File: src/rtl/sound_event_seq.sv
// Turns one-cycle game events into held, gap-separated tone requests.
// Losses preempt bounces; a single bounce can wait in a pending slot.
module sound_event_seq #(
    parameter int unsigned PRESCALE = 25000,
    parameter int unsigned POINT_MS = 50,
    parameter int unsigned LOSE_MS  = 400,
    parameter int unsigned GAP_MS   = 20
) (
    input  logic       clk25,
    input  logic       rst,
    input  logic       paddle_hit,
    input  logic       wall_hit,
    input  logic [1:0] miss,
    output logic [1:0] point,
    output logic [1:0] lose,
    output logic       busy
);

    typedef enum logic [1:0] {
        IDLE,
        PLAY_PT,
        PLAY_LS,
        GAP
    } state_t;

    localparam logic [15:0] PRE_LAST = 16'(PRESCALE - 1);
    localparam logic [9:0]  PT_LAST  = 10'(POINT_MS - 1);
    localparam logic [9:0]  LS_LAST  = 10'(LOSE_MS - 1);
    localparam logic [9:0]  GAP_LAST = 10'(GAP_MS - 1);

    state_t      state_q, state_d;
    logic [15:0] pre_q, pre_d;
    logic [9:0]  dur_q, dur_d;
    logic        pend_v_q, pend_v_d;
    logic [1:0]  pend_c_q, pend_c_d;
    logic [1:0]  pt_c_q, pt_c_d;
    logic [1:0]  ls_c_q, ls_c_d;
    logic [1:0]  point_q, point_d;
    logic [1:0]  lose_q, lose_d;
    logic        busy_q, busy_d;

    logic        hit;
    logic [1:0]  hit_code;
    logic        lost;
    logic [9:0]  dur_last;
    logic        tmo;

    always_comb begin
        hit      = paddle_hit | wall_hit;
        hit_code = paddle_hit ? 2'b01 : 2'b10;
        lost     = (miss != 2'b00);

        unique case (state_q)
            PLAY_PT: dur_last = PT_LAST;
            PLAY_LS: dur_last = LS_LAST;
            default: dur_last = GAP_LAST;
        endcase
        tmo = (pre_q == PRE_LAST) && (dur_q == dur_last);

        state_d  = state_q;
        pend_v_d = pend_v_q;
        pend_c_d = pend_c_q;
        pt_c_d   = pt_c_q;
        ls_c_d   = ls_c_q;

        // Any hit not started right away lands in the pending slot.
        unique case (state_q)
            IDLE: begin
                if (lost) begin
                    state_d = PLAY_LS;
                    ls_c_d  = miss;
                    if (hit) begin
                        pend_v_d = 1'b1;
                        pend_c_d = hit_code;
                    end
                end else if (hit) begin
                    state_d = PLAY_PT;
                    pt_c_d  = hit_code;
                end
            end
            PLAY_PT: begin
                if (hit) begin
                    pend_v_d = 1'b1;
                    pend_c_d = hit_code;
                end
                if (lost) begin
                    state_d = PLAY_LS;
                    ls_c_d  = miss;
                end else if (tmo) begin
                    state_d = GAP;
                end
            end
            PLAY_LS: begin
                if (hit) begin
                    pend_v_d = 1'b1;
                    pend_c_d = hit_code;
                end
                if (tmo) state_d = GAP;
            end
            default: begin
                if (hit) begin
                    pend_v_d = 1'b1;
                    pend_c_d = hit_code;
                end
                if (lost) begin
                    state_d = PLAY_LS;
                    ls_c_d  = miss;
                end else if (tmo) begin
                    if (pend_v_d) begin
                        state_d  = PLAY_PT;
                        pt_c_d   = pend_c_d;
                        pend_v_d = 1'b0;
                    end else begin
                        state_d = IDLE;
                    end
                end
            end
        endcase

        pre_d = pre_q;
        dur_d = dur_q;
        if (state_d != state_q) begin
            pre_d = '0;
            dur_d = '0;
        end else if (state_q != IDLE) begin
            if (pre_q == PRE_LAST) begin
                pre_d = '0;
                dur_d = dur_q + 10'd1;
            end else begin
                pre_d = pre_q + 16'd1;
            end
        end

        point_d = (state_d == PLAY_PT) ? pt_c_d : 2'b00;
        lose_d  = (state_d == PLAY_LS) ? ls_c_d : 2'b00;
        busy_d  = (state_d != IDLE);
    end

    always_ff @(posedge clk25) begin
        if (rst) begin
            state_q  <= IDLE;
            pre_q    <= '0;
            dur_q    <= '0;
            pend_v_q <= 1'b0;
            pend_c_q <= 2'b00;
            pt_c_q   <= 2'b00;
            ls_c_q   <= 2'b00;
            point_q  <= 2'b00;
            lose_q   <= 2'b00;
            busy_q   <= 1'b0;
        end else begin
            state_q  <= state_d;
            pre_q    <= pre_d;
            dur_q    <= dur_d;
            pend_v_q <= pend_v_d;
            pend_c_q <= pend_c_d;
            pt_c_q   <= pt_c_d;
            ls_c_q   <= ls_c_d;
            point_q  <= point_d;
            lose_q   <= lose_d;
            busy_q   <= busy_d;
        end
    end

    assign point = point_q;
    assign lose  = lose_q;
    assign busy  = busy_q;

endmodule

File: config.mk
export PLATFORM = sky130hd
export DESIGN_NAME = sound_event_seq
export DESIGN_NICKNAME = d
export VERILOG_FILES = /design/src/rtl/sound_event_seq.sv
export SDC_FILE = /design/constraint.sdc
export NUM_CORES = 1
export LEC_CHECK = 0
export BUFFER_PORTS_ARGS = -buffer_cell sky130_fd_sc_hd__clkbuf_2
export CORE_MARGIN = 5
export CORE_UTILIZATION = 55
export DETAILED_ROUTE_END_ITERATION = 6
export PLACE_DENSITY = 0.8
export SYNTH_ARGS = -nofsm -noshare
export SYNTH_HDL_FRONTEND = slang
export SYNTH_SLANG_ARGS = --single-unit
File: constraint.sdc
create_clock -name clk25 -period 3.95 [get_ports clk25]
set_input_delay 0.79 -clock clk25 [delete_from_list [all_inputs] [get_ports clk25]]
set_output_delay 0.79 -clock clk25 [all_outputs]
set_load 0.02 [all_outputs]
==> metrics.md <==
| Metric | Value |
|---|---|
| Cell count along the critical path | 8 |
| Share of the yosys chip area belonging to registers | between 30% and 40% |
| Setup bufs post-CTS | 0 |
| Largest stage delay on the critical path | 0.79 ns |
| EDFF count, synth | 0 |
| Static leakage power | approximately 0.00091 uW |
| Slack of the worst reg-to-reg path | around 0.60 ns |
| Worst endpoint required time | 4.08 ns |
| Number of vias after detailed routing | around 1900 |
| Wire length of the first global-routing pass | 7631 microns |
| Placed Area | around 0.0023 sq mm |
| Final RePlAce weighted congestion | between 0.8 and 0.9 |
| Crit Path Category | flip-flop to flip-flop |
| Crit path max-delay family | compound AO/OA/AOI/OAI gates |
| Clock slew at reported path FFs | ~0.08 ns |
| Type of the worst min-delay path | flip-flop to flip-flop |
| Headroom to the max-slew limit | about a third |
| Initial Util | between 50% and 60% |
| Total wire length | 4316 microns |
| Syn_nets | 277 |
| Placeable Area | just under 0.004 sq mm |
| Die outline area | around 0.0053 sq mm |
| Number of antenna violations at the first check in global routing | 0 |
| GRT Util Overall | between 10% and 20% |
| Slowest stage cell, crit path | o21ai_2 |
| Antenna fix cells | 0 |
| CTS buffer count | 5 |
| Largest net degree at the start of global routing | 27 |
| Arrival time at the worst endpoint | between 3 and 4 ns |
| Clock tree root buffer cell | clkbuf_8 |
| Final Cell Area | ~0.0024 sq mm |
| Count of TritonRoute iterations in the first routing pass | 4 |
| Netlist cell types | 46 |
| Source of the critical timing path | state_q[0]$_SDFF_PP0_ |
| Number of flip-flops and latches in the synthesized netlist | 40 |
| Insertion delay to the later sink of the worst-skew pair | roughly 0.29 ns |
| Worst reg2reg path startpoint | state_q[0]$_SDFF_PP0_ |
| Time the final worst path needs with I/O delays and setup | roughly 3.3 ns |
| DRC viols | 0 |
| Maximum vdd drop | ~230 uV |
| Worst R2R Path Depth | 8 |
| Net count of the finished layout | ~280 |
| Number of clock sinks | 40 |
| Area growth from synthesis to final layout | 9.164% |
| Total number of placement rows | 23 |
| Commonest cells after routing, fill and taps aside | dfxtp_1 (40), nor2_1 (34), xor2_1 (20), nand2_1 (19) |
| Port-buffer cells | 10 |
| Via count of the first global-routing pass | between 1500 and 2000 |
| # hold bufs at CTS | 0 |
| Vertical extent of the die | approximately 73 microns |
| DP Worst Slack | about 0.57 ns |
| Combined buffer and inverter count along the critical path | 1 |
| Setup TNS | 0 ns |
| CTS H-tree depth | 2 |
| Hold slack final | approximately 0.46 ns |
| Final count of negative-setup-slack endpoints | 0 |
| Setup crit end kind | flip-flop |
| Total congestion overflow after global routing | 0 |
| Share of async-settable or async-resettable flops after synthesis | 0% |
| Destination of the worst register-to-register timing path | dur_q[4]$_SDFFE_PP0P_ |
| Width of the chip | approximately 73 microns |
| Final hold vios | 0 |
| Type of element launching the critical path | flip-flop |
| Total I/O pin count | 11 |
| Max-slew violation count | 0 |
| PwrDens | between 300 and 400 mW/mm^2 |
| # Max-Cap Violations | 0 |
| Most common cell after layout, fill and taps aside | dfxtp_1 |
| Antenna viol nets, final | 0 |
| Status | completed |
| Total number of yosys warnings | 0 |
| Ys flop type | dfxtp_1 |
| Max Buffers Root-to-Sink | 2 |
| CTS-repair resized insts | 0 |
| Post-route total power | approximately 950 uW |
| Per-cell routed wire length | 13.49 microns |
| Starting DRC count in detailed routing | 145 |
| Syn_area_per_cell | 8.306 sq um |
| Max frequency | ~300 MHz |
| Gate count of the mapped netlist | 263 |
| Crit share post-route | a little over four fifths |
| Cell chain of the critical path | inv_1, ha_1, nor4_1, o2111ai_1, or4_1, a21boi_0, o21ai_2, nor2_1 |
| Setup repair after global routing missed its margin | false |
| Biggest fanout along the worst timing path | 26 |
| Post-Route Skew | slightly below 0.008 ns |
| Setup slack of the critical path after layout | ~0.60 ns |
| TritonCTS clock tree | built |
| Worst Setup EP | dur_q[4]$_SDFFE_PP0P_ |
| Half-perimeter wire length of the detailed placement result | 3096 microns |
| Actual transition at the worst max-transition pin | between 0.9 and 1 ns |
| Ratio of cells with drive above 1 in the final layout | 11.48% |
| Cell area after technology mapping | roughly 0.0022 sq mm |
| Vias per Instance | slightly below 6 |
==> layout make-up <==
class / instances / area (sq um)
clock buffer: 7 / 96.34
clock inverter: 1 / 30.03
fill: 379 / 1529
inverter: 10 / 37.54
multi-input combinational: 200 / 1292
sequential: 40 / 800.8
tap: 50 / 62.56
timing repair buffer: 12 / 65.06
==> logic make-up after synthesis <==
kind of cell	after synthesis	share of synthesized area [%]
muxes	1	0.4582
xor gates and xnor gates	26	10.42
buffers and inverters	23	4.181
AOI/OAI and AO/OA	42	13.35
adders and majority gates	8	4.582
DFF	40	36.66
and+or+nand+nor	123	30.36
==> worst min-delay path by stage <==
stage,cells past startpoint,endpoint,start,slack [ns]
final,2,pend_c_q[0]$_SDFFE_PP0P_,pend_c_q[0]$_SDFFE_PP0P_,0.46
after floorplan,2,pend_c_q[0]$_SDFFE_PP0P_,pend_c_q[0]$_SDFFE_PP0P_,0.44
after global routing,2,pend_c_q[0]$_SDFFE_PP0P_,pend_c_q[0]$_SDFFE_PP0P_,0.49
after detailed placement,2,pend_c_q[0]$_SDFFE_PP0P_,pend_c_q[0]$_SDFFE_PP0P_,0.45
after CTS,2,pend_c_q[0]$_SDFFE_PP0P_,pend_c_q[0]$_SDFFE_PP0P_,0.46
after global placement,2,pend_c_q[0]$_SDFFE_PP0P_,pend_c_q[0]$_SDFFE_PP0P_,0.45
==> cell usage after synthesis, types with 6 or more instances <==
master	instances	share of area, %
dfxtp_1	40	37
nor2_1	34	5.8
xor2_1	20	8.0
nand2_1	19	3.3
a21oi_1	12	2.7
nor3_1	12	2.7
inv_1	10	1.7
nand3_1	10	2.3
clkbuf_1	9	1.5
nand4_1	9	2.6
ha_1	8	4.6
o21ai_0	7	1.6
xnor2_1	6	2.4
==> flip-flops by register name, summed over array words and instances, names as in the netlist <==
name      count
busy          1
dur_q        10
lose          2
ls_c_q        2
pend_c_q      2
pend_v_q      1
point         2
pre_q        16
pt_c_q        2
state_q       2
==> where the power goes <==
part	switching [uW]	internal (uW)	total, uW
sequential	12.6	419	432
clock	136	223	359
combinational	97.3	59.5	157
==> stage by stage <==
stage          utilization, %  cells
3_5_place_dp            57.70    312
3_3_place_gp            57.70    312
2_1_floorplan               -    263
6_report                60.93    320
4_1_cts                 60.93    320
5_1_grt                 60.93    320
==> metal layers <==
| metal | global-route usage (%) | part of all wire [%] | vias up |
|---|---|---|---|
| met2 | 28.90 | 46 | 46 |
| met4 | 7.582 | 1.9 | 0 |
| met3 | 4.270 | 4.9 | 11 |
| met1 | 22.91 | 47 | 863 |
| met5 | 0 | 0 | - |
| li1 | - | - | 938 |
==> tightest hold or removal path: stages (launching register included) <==
cell and delay, ns:
dfxtp_1 0.32, nand2_1 0.05, a21oi_1 0.05
(Power assumes the default switching activity.)
